`config.mk`:
```
export PLATFORM = sky130hd
export DESIGN_NAME = missile_hit_detect_flat
export DESIGN_NICKNAME = d
export VERILOG_FILES = /design/src/rtl/missile_hit_detect_if.sv /design/src/rtl/missile_hit_detect.sv /design/src/flat_wrapper.sv
export SDC_FILE = /design/constraint.sdc
export NUM_CORES = 1
export LEC_CHECK = 0
export BUFFER_PORTS_ARGS = -buffer_cell sky130_fd_sc_hd__buf_2
export CAP_MARGIN = 30
export CELL_PAD_IN_SITES_DETAIL_PLACEMENT = 0
export CELL_PAD_IN_SITES_GLOBAL_PLACEMENT = 1
export CORE_MARGIN = 2
export CORE_UTILIZATION = 46
export DETAILED_ROUTE_END_ITERATION = 7
export PLACE_DENSITY = 0.93
export SLEW_MARGIN = 20
export SYNTH_ARGS = -nofsm -noshare
export SYNTH_HDL_FRONTEND = slang
export SYNTH_SLANG_ARGS = --single-unit
```
`constraint.sdc`:
```
create_clock -name clk_22 -period 5.8 [get_ports clk_22]
set_clock_uncertainty 0.2 [all_clocks]
set_input_delay 0.58 -clock clk_22 [delete_from_list [all_inputs] [get_ports clk_22]]
set_output_delay 0.58 -clock clk_22 [all_outputs]
set_load 0.005 [all_outputs]
```
`src/rtl/missile_hit_detect_if.sv`:
```
// Missile/enemy position inputs and hit-detector status outputs.
// master drives positions and reads status; slave is the detector.
interface missile_hit_detect_if;
    logic        pause;
    logic [9:0]  m_x;
    logic [9:0]  m_y;
    logic        show_valid;
    logic [9:0]  e_x;
    logic [9:0]  e_y;
    logic        hit_pulse;
    logic        kill_pulse;
    logic [3:0]  enemy_hp;
    logic [1:0]  enemy_state;
    logic        enemy_visible;
    logic [15:0] score;

    modport master (
        output pause, m_x, m_y, show_valid, e_x, e_y,
        input  hit_pulse, kill_pulse, enemy_hp, enemy_state, enemy_visible, score
    );

    modport slave (
        input  pause, m_x, m_y, show_valid, e_x, e_y,
        output hit_pulse, kill_pulse, enemy_hp, enemy_state, enemy_visible, score
    );
endinterface

```
`src/rtl/missile_hit_detect.sv`:
```
// Swept missile/enemy overlap detection with enemy hp, flash, death/respawn and score.
// One hit is counted per shot; pause freezes all state.
module missile_hit_detect #(
    parameter int unsigned M_W           = 20,
    parameter int unsigned M_H           = 10,
    parameter int unsigned E_W           = 40,
    parameter int unsigned E_H           = 40,
    parameter int unsigned MAX_HP        = 3,
    parameter int unsigned FLASH_TICKS   = 8,
    parameter int unsigned RESPAWN_TICKS = 32,
    parameter int unsigned KILL_BONUS    = 5
) (
    input  logic                  clk_22,
    input  logic                  rst,
    missile_hit_detect_if.slave   bus_io
);

    localparam int unsigned TMax = (FLASH_TICKS > RESPAWN_TICKS) ? FLASH_TICKS : RESPAWN_TICKS;
    localparam int unsigned TW   = ($clog2(TMax) < 2) ? 2 : $clog2(TMax);

    typedef enum logic [1:0] {
        StAlive = 2'b00,
        StFlash = 2'b01,
        StDead  = 2'b10
    } state_e;

    state_e        state_q, state_d;
    logic [TW-1:0] timer_q, timer_d;
    logic [3:0]    hp_q, hp_d;
    logic [15:0]   score_q, score_d;
    logic          sv_q, sv_d;
    logic          armed_q, armed_d;
    logic [9:0]    prev_x_q, prev_x_d;
    logic          hit_q, hit_d;
    logic          kill_q, kill_d;

    logic          rise;
    logic [10:0]   lo, hi, e_right, e_bottom, m_bottom;
    logic          x_ov, y_ov, hit;
    logic          is_kill;
    logic [16:0]   score_sum;

    // Swept x span covers everything the missile passed since the last tick.
    always_comb begin
        rise     = bus_io.show_valid & ~sv_q;
        lo       = sv_q ? {1'b0, prev_x_q} : {1'b0, bus_io.m_x};
        hi       = {1'b0, bus_io.m_x} + 11'(M_W);
        e_right  = {1'b0, bus_io.e_x} + 11'(E_W);
        e_bottom = {1'b0, bus_io.e_y} + 11'(E_H);
        m_bottom = {1'b0, bus_io.m_y} + 11'(M_H);
        x_ov     = (lo < e_right) && (hi > {1'b0, bus_io.e_x});
        y_ov     = ({1'b0, bus_io.m_y} < e_bottom) && (m_bottom > {1'b0, bus_io.e_y});
        hit      = (armed_q | rise) & bus_io.show_valid & x_ov & y_ov &
                   (state_q == StAlive) & ~bus_io.pause;
        is_kill  = (hp_q <= 4'd1);
        score_sum = {1'b0, score_q} + (is_kill ? 17'(KILL_BONUS + 1) : 17'd1);
    end

    always_comb begin
        state_d  = state_q;
        timer_d  = timer_q;
        hp_d     = hp_q;
        score_d  = score_q;
        sv_d     = sv_q;
        armed_d  = armed_q;
        prev_x_d = prev_x_q;
        hit_d    = 1'b0;
        kill_d   = 1'b0;

        if (!bus_io.pause) begin
            sv_d     = bus_io.show_valid;
            prev_x_d = bus_io.m_x;

            // Non-ALIVE overlaps leave armed untouched so the shot survives the flash.
            if (!bus_io.show_valid || hit) begin
                armed_d = 1'b0;
            end else if (rise) begin
                armed_d = 1'b1;
            end

            unique case (state_q)
                StAlive: begin
                    if (hit) begin
                        hit_d   = 1'b1;
                        timer_d = '0;
                        score_d = score_sum[16] ? 16'hFFFF : score_sum[15:0];
                        if (is_kill) begin
                            kill_d  = 1'b1;
                            hp_d    = 4'd0;
                            state_d = StDead;
                        end else begin
                            hp_d    = hp_q - 4'd1;
                            state_d = StFlash;
                        end
                    end
                end
                StFlash: begin
                    if (timer_q == TW'(FLASH_TICKS - 1)) begin
                        state_d = StAlive;
                        timer_d = '0;
                    end else begin
                        timer_d = timer_q + 1'b1;
                    end
                end
                StDead: begin
                    if (timer_q == TW'(RESPAWN_TICKS - 1)) begin
                        state_d = StAlive;
                        timer_d = '0;
                        hp_d    = 4'(MAX_HP);
                    end else begin
                        timer_d = timer_q + 1'b1;
                    end
                end
                default: begin
                    state_d = StAlive;
                    timer_d = '0;
                end
            endcase
        end
    end

    always_ff @(posedge clk_22 or negedge rst) begin
        if (!rst) begin
            state_q  <= StAlive;
            timer_q  <= '0;
            hp_q     <= 4'(MAX_HP);
            score_q  <= '0;
            sv_q     <= 1'b0;
            armed_q  <= 1'b0;
            prev_x_q <= '0;
            hit_q    <= 1'b0;
            kill_q   <= 1'b0;
        end else begin
            state_q  <= state_d;
            timer_q  <= timer_d;
            hp_q     <= hp_d;
            score_q  <= score_d;
            sv_q     <= sv_d;
            armed_q  <= armed_d;
            prev_x_q <= prev_x_d;
            hit_q    <= hit_d;
            kill_q   <= kill_d;
        end
    end

    always_comb begin
        bus_io.hit_pulse   = hit_q;
        bus_io.kill_pulse  = kill_q;
        bus_io.enemy_hp    = hp_q;
        bus_io.enemy_state = state_q;
        bus_io.score       = score_q;
        unique case (state_q)
            StAlive: bus_io.enemy_visible = 1'b1;
            StFlash: bus_io.enemy_visible = ~timer_q[1];
            default: bus_io.enemy_visible = 1'b0;
        endcase
    end

endmodule
```
`src/flat_wrapper.sv`:
```
// flat-port wrapper written by rule: the top's interface ports become plain ports
module missile_hit_detect_flat 
#(
    parameter int unsigned M_W           = 20,
    parameter int unsigned M_H           = 10,
    parameter int unsigned E_W           = 40,
    parameter int unsigned E_H           = 40,
    parameter int unsigned MAX_HP        = 3,
    parameter int unsigned FLASH_TICKS   = 8,
    parameter int unsigned RESPAWN_TICKS = 32,
    parameter int unsigned KILL_BONUS    = 5
)
  (clk_22, rst, bus_io_pause, bus_io_m_x, bus_io_m_y, bus_io_show_valid, bus_io_e_x, bus_io_e_y, bus_io_hit_pulse, bus_io_kill_pulse, bus_io_enemy_hp, bus_io_enemy_state, bus_io_enemy_visible, bus_io_score);
  missile_hit_detect_if bus_io_i ();
  input  logic clk_22;
  input  logic rst;
  input wire logic [$bits(bus_io_i.pause)-1:0] bus_io_pause;
  input wire logic [$bits(bus_io_i.m_x)-1:0] bus_io_m_x;
  input wire logic [$bits(bus_io_i.m_y)-1:0] bus_io_m_y;
  input wire logic [$bits(bus_io_i.show_valid)-1:0] bus_io_show_valid;
  input wire logic [$bits(bus_io_i.e_x)-1:0] bus_io_e_x;
  input wire logic [$bits(bus_io_i.e_y)-1:0] bus_io_e_y;
  output wire logic [$bits(bus_io_i.hit_pulse)-1:0] bus_io_hit_pulse;
  output wire logic [$bits(bus_io_i.kill_pulse)-1:0] bus_io_kill_pulse;
  output wire logic [$bits(bus_io_i.enemy_hp)-1:0] bus_io_enemy_hp;
  output wire logic [$bits(bus_io_i.enemy_state)-1:0] bus_io_enemy_state;
  output wire logic [$bits(bus_io_i.enemy_visible)-1:0] bus_io_enemy_visible;
  output wire logic [$bits(bus_io_i.score)-1:0] bus_io_score;
  assign bus_io_i.pause = bus_io_pause;
  assign bus_io_i.m_x = bus_io_m_x;
  assign bus_io_i.m_y = bus_io_m_y;
  assign bus_io_i.show_valid = bus_io_show_valid;
  assign bus_io_i.e_x = bus_io_e_x;
  assign bus_io_i.e_y = bus_io_e_y;
  assign bus_io_hit_pulse = bus_io_i.hit_pulse;
  assign bus_io_kill_pulse = bus_io_i.kill_pulse;
  assign bus_io_enemy_hp = bus_io_i.enemy_hp;
  assign bus_io_enemy_state = bus_io_i.enemy_state;
  assign bus_io_enemy_visible = bus_io_i.enemy_visible;
  assign bus_io_score = bus_io_i.score;
  missile_hit_detect #(.M_W(M_W), .M_H(M_H), .E_W(E_W), .E_H(E_H), .MAX_HP(MAX_HP), .FLASH_TICKS(FLASH_TICKS), .RESPAWN_TICKS(RESPAWN_TICKS), .KILL_BONUS(KILL_BONUS)) u_core (.clk_22(clk_22), .rst(rst), .bus_io(bus_io_i));
endmodule
```
## Word-level counts from Yosys, hierarchy flattened

Cells that the tools add are included.

- Memories: 0
- Flip-flop bits (word level): 41
- Word-level logic and storage cells: 76
- Bits in read-only memories: 0
- Output and inout port bits: 25
- Input bits: 44
- Bits in latches: 0
- Bits in writable memories: 0

- $mul: 0
- Div/mod/pow operators: 0
- Reductions and logical operators: 12
- Add/subtract/negate cells: 7
- Shift-type cells: 0
- Bitwise operators: 10
- Equality and inequality tests: 7
- Multiplexer cells: 26
- Magnitude comparators: 5

Operators by type and width:

| cell | number |
|---|---|
| 10-bit by 6-bit adder with 11-bit output, second input constant | 2 |
| 11-bit by 10-bit greater-than comparator with 1-bit output | 2 |
| 16-bit by 17-bit adder with 17-bit output | 1 |
| 16-bit 2-to-1 mux | 1 |
| 5-bit 2-to-1 mux | 3 |
| 5-bit one-hot mux with 3 select lines | 1 |
| 4-bit 2-to-1 mux | 3 |
| 10-bit by 4-bit adder with 11-bit output, second input constant | 1 |
| 10-bit by 5-bit adder with 11-bit output, second input constant | 1 |
| 10-bit by 11-bit less-than comparator with 1-bit output | 1 |
| 11-bit less-than comparator | 1 |
| 10-bit 2-to-1 mux | 1 |
| 1-bit 2-to-1 mux | 9 |
| 2-bit 2-to-1 mux | 4 |
| 4-bit one-hot mux with 2 select lines | 1 |
| 4-bit AND reduction | 2 |
| 1-bit AND | 6 |
| 2-bit by 1-bit != test with 1-bit output, second input constant | 3 |
| 2-bit one-hot mux with 3 select lines | 1 |
| 5-bit by 1-bit adder with 5-bit output, second input constant | 1 |
| 5-bit by 3-bit == test with 1-bit output, second input constant | 1 |
| 5-bit == test, second input constant | 1 |
| 4-bit by 1-bit <= comparator with 1-bit output, second input constant | 1 |
| 2-bit AND reduction | 2 |
| 13 further kinds | 17 |

## Longest topological paths before layout

- Word-level depth: 11
- Depth in mapped cells: 16
- Gate-level depth less buffers: 14

## Worst setup path before layout

No wires, ideal clock.

- Path kind: register -> register
- From: register u_core.sv_q
- To: register u_core.score_q[8], in the netlist u_core.bus_io.score[8]
- Buffers on the path: 2
- Clock period less this slack: 3.769 ns
- Stages on the path, launching flop included: 13
- Arrival: 3.444 ns
- Required time: 5.475 ns
- Setup time: 0.125 ns
- Slack: 2.031 ns
- Cell sequence: dfrtp_1 -> clkbuf_1 -> mux2_2 -> ha_1 -> a21oi_1 -> nor2b_1 -> o21a_1 -> or3_1 -> a211o_1 -> or3_1 -> buf_6 -> nor4b_1 -> mux2_2

- Cells in the longest elaborated chain, start to end: 9
- Elaborated cells on any way between the ends: 12
- Those cells by class: 1 x order compare; 1 x mux; 8 x bitwise; 2 x reduce/logical

RTL lines:

| what | RTL line | source |
|---|---|---|
| start: declaration | missile_hit_detect.sv:31 | `logic sv_q, sv_d;` |
| start signal: assignment | missile_hit_detect.sv:138 | `sv_q <= sv_d;` |
| parallel branches: the longest is 4 deep, another holds 11-bit less-than comparator | -- |  |
| 1-bit AND (*) (3 in series) | missile_hit_detect.sv:53 | `hit = (armed_q \| rise) & bus_io.show_valid & x_ov & y_ov &` |
| 1-bit AND (*) | missile_hit_detect.sv:54 | `(state_q == StAlive) & ~bus_io.pause;` |
| 3-bit AND reduction (no source line) (*) | -- |  |
| end signal: assignment | missile_hit_detect.sv:137 | `score_q <= score_d;` |
| end: declaration | missile_hit_detect.sv:30 | `logic [15:0] score_q, score_d;` |

Mark *: on every way between the ends.
A chain may end at the register's enable or synchronous reset.

## Worst setup path after layout

- From: register u_core.sv_q
- To: register u_core.score_q[11], in the netlist u_core.bus_io.score[11]

Same word-level chain as after synthesis.

==> results.txt <==
run status: complete, no violations
FFs w/ async S/R, synth: 100%
Remaining DRCs: 0
met2 usage: 33.2%
P_leak: 2.01 nW
critical path depth: 11
R2R Setup Slk: 1500 ps
Post-CTS Setup Inserts: 0
clk buf depth: 2
Std-Cell Rows: 32
min-delay src: u_core.prev_x_q[2]
register area share after synthesis: 28.7%
Port Buf Inserts: 68
Commonest cells post-synth: ha_1 (52), dfrtp_1 (39), inv_1 (36)
# diodes: 0
fin crit period: 4300 ps
library cells used by synthesis: 50
core area: 0.00765 mm^2
first drt pass iteration count: 4
# fillers: 710
top-count cell post-synth: ha_1
power density over cell area: 249 mW/mm^2
Synth area leader: dfrtp_1
DR vias/cell: 5.46
CP startpoint kind: register
vias in the first global route: 3033
Max Slew Vio Count: 0
met1 Use GR: 26.4%
reg-to-reg critical path startpoint: u_core.sv_q
Cell Area, Synth: 0.00358 mm^2
synth warn: 0
Tot GR Track Use: 19.6%
htree depth: 2
Max-cap violations: 0
Clock Pin Slew Worst Setup and Hold Paths: 90 ps
CTS tree: yes
RSZ-0062 raised after global routing: false
EDFF count, synth: 0
WL per Instance: 14.3 um
Die H: 92.3 um
final hold vios: 0
initial antenna violation count: 0
Yosys top cell area share: 27.2%
CP max FO: 24
synthesized instance count: 393
WP data arrival: 4290 ps
Final #Nets: 559
final WL: 8090 um
GPL Wtd Cong: 0.868
pre-CTS WS: 1370 ps
M3 GR Usage: 2.88%
P&R area growth vs syn: 15.0%
Synth Area per Inst: 9.12 um^2
initial core utilization: 46.9%
setup ws final: 1500 ps
Critical Path Most Common Cell: or3_1
root buf cell: clkbuf_8
Seq cells post-synth: 41
Most Crowded Layer GR: met2
gr ovfl total: 0
first-pass GRT wire length: 13600 um
CP endpoint kind: register
Clock Sinks: 41
DIE AREA: 0.00851 mm^2
post-route setup TNS: 0 ps
crit path capture: u_core.bus_io.score[11]
worst endpoint required time: 5790 ps
Worst IR Drop VDD: 135 uV
worst hold-check path type: reg -> reg
crit path max-delay cell type: dfrtp_1
Final setup viols: 0
worst r2r dst: u_core.bus_io.score[11]
TritonCTS Buffers: 5
Max-slew headroom: 46.0%
dpl hpwl: 6310 um
share of layout cells above drive strength 1: 23.1%
antenna-violating nets left: 0
routed vias: 3085
# IOs: 69
Synth area leaders: dfrtp_1 (27%), ha_1 (18%), mux2_2 (7.9%), xnor2_1 (4.4%), inv_1 (3.8%)
Tot Pwr: 1.03 mW
critical path type: reg -> reg
Critical Path Source: u_core.sv_q
Clk Latency, worst-skew pair: 300 ps
kind of cell adding the most delay to the critical path: simple AND/OR/NAND/NOR gates
Worst-Margin Slew: 810 ps
fmax: 232 MHz
syn_nets: 490
reg2reg path depth: 11
ys flop type: dfrtp_1
worst path cell trace: mux2_2, ha_1, a21oi_1, nor2b_1, o21a_1, or3_1, a211o_1, or3_1, clkinv_1, nand2_1, o32a_1
largest net degree at the start of global routing: 42
Bufs and invs on worst path: 1
width of the chip: 92.3 um
largest stage delay on the critical path: 710 ps
Final period util: 74.2%
1st-iter DRT viols: 89
## state kept, by name, indices dropped and copies added (netlist names)
register and count:
u_core.bus_io.kill_pulse 1, u_core.prev_x_q 10, u_core.sv_q 1, u_core.bus_io.score 16
u_core.bus_io.enemy_state 2, u_core.armed_q 1, u_core.timer_q 5, u_core.bus_io.enemy_hp 4
u_core.bus_io.hit_pulse 1
## layout by cell type, fill, tap and decap left out, types with 2 or more instances in the layout
master	instances
nor2b_1	4
xnor2_1	18
nor4b_1	2
a211o_1	4
nor4_1	5
o21a_1	2
nand2_1	28
a21oi_1	22
and3_1	3
a221oi_1	2
mux2_2	25
nand3_1	14
nor3b_1	2
o21ai_0	20
nand2b_1	5
o22a_1	5
a31oi_1	3
a211oi_1	3
nand4_1	7
o2bb2ai_1	2
inv_1	36
buf_2	68
ha_1	52
a21o_1	6
o32a_1	2
xor2_1	6
or3_1	4
a32o_1	2
o2111ai_1	3
dfrtp_1	39
clkbuf_8	5
o211ai_1	4
o31a_1	2
mux2i_1	5
nor2_1	24
and4_1	3
dfstp_2	2
nor3_1	8
clkinv_2	2
## worst min-delay path, stage by stage, from the launching register on
cell     delay [ps]
dfrtp_1         350
nand2_1          50
o21ai_0          60
## power by group
part	leakage, nW	switching (mW)	internal [mW]
clock network	0.0439	0.105	0.0832
logic	1.43	0.267	0.210
registers	0.535	0.0342	0.326
## metal layers
| layer | wire, um | up-vias |
|---|---|---|
| li1 | - | 1561 |
| met1 | 3810 | 1440 |
| met2 | 3890 | 69 |
| met3 | 280 | 15 |
| met4 | 108 | 0 |
| met5 | 0 | - |
## cell families (layout without fill, tap and decap cells)
logic type,count (synthesis),in the layout,share of synthesized area [%]
and+or+nand+nor,111,111,15.4
AOI/OAI and AO/OA,89,89,16.9
adders and majority gates,53,53,18.7
buffers and inverters,45,115,5.17
DFF,41,41,28.7
muxes,30,30,9.25
xor gates and xnor gates,24,24,5.87
## metrics by stage
| step | hold WS [ps] | instances | util, % | instance area, um^2 |
|---|---|---|---|---|
| 2_1_floorplan | 84.4 | 393 | - | 3580 |
| 3_3_place_gp | 272 | 555 | 52.4 | 4010 |
| 3_5_place_dp | 278 | 555 | 52.4 | 4010 |
| 4_1_cts | 256 | 563 | 53.5 | 4090 |
| 5_1_grt | 331 | 565 | 53.9 | 4120 |
| 6_report | 296 | 565 | 53.9 | 4120 |
## how the worst min path moves through the flow
stage          slack (ps)  cells past startpoint            endpoint
5_1_grt               330                      1  u_core.prev_x_q[7]
2_1_floorplan          80                      0      u_core.armed_q
3_3_place_gp          270                      2  u_core.prev_x_q[2]
6_report              300                      2  u_core.prev_x_q[2]
3_5_place_dp          280                      2  u_core.prev_x_q[2]
4_1_cts               260                      1  u_core.prev_x_q[3]
## layout make-up
cell class                      count  area [um^2]  area share, %
Clock buffer                        5         68.8           1.67
Inverter                           37          139           3.37
Tap cell                          102          128           3.10
Clock inverter                      3         17.5          0.425
Timing Repair Buffer               70          370           8.99
Sequential cell                    41         1030           25.0
Multi-Input combinational cell    307         2370           57.5
## what timing repair did
action,CTS,global route
setup endpoints to repair,0,0
hold buffers,0,1
resized for setup,0,0
hold endpoints to repair,0,7
(Power assumes the default switching activity.)
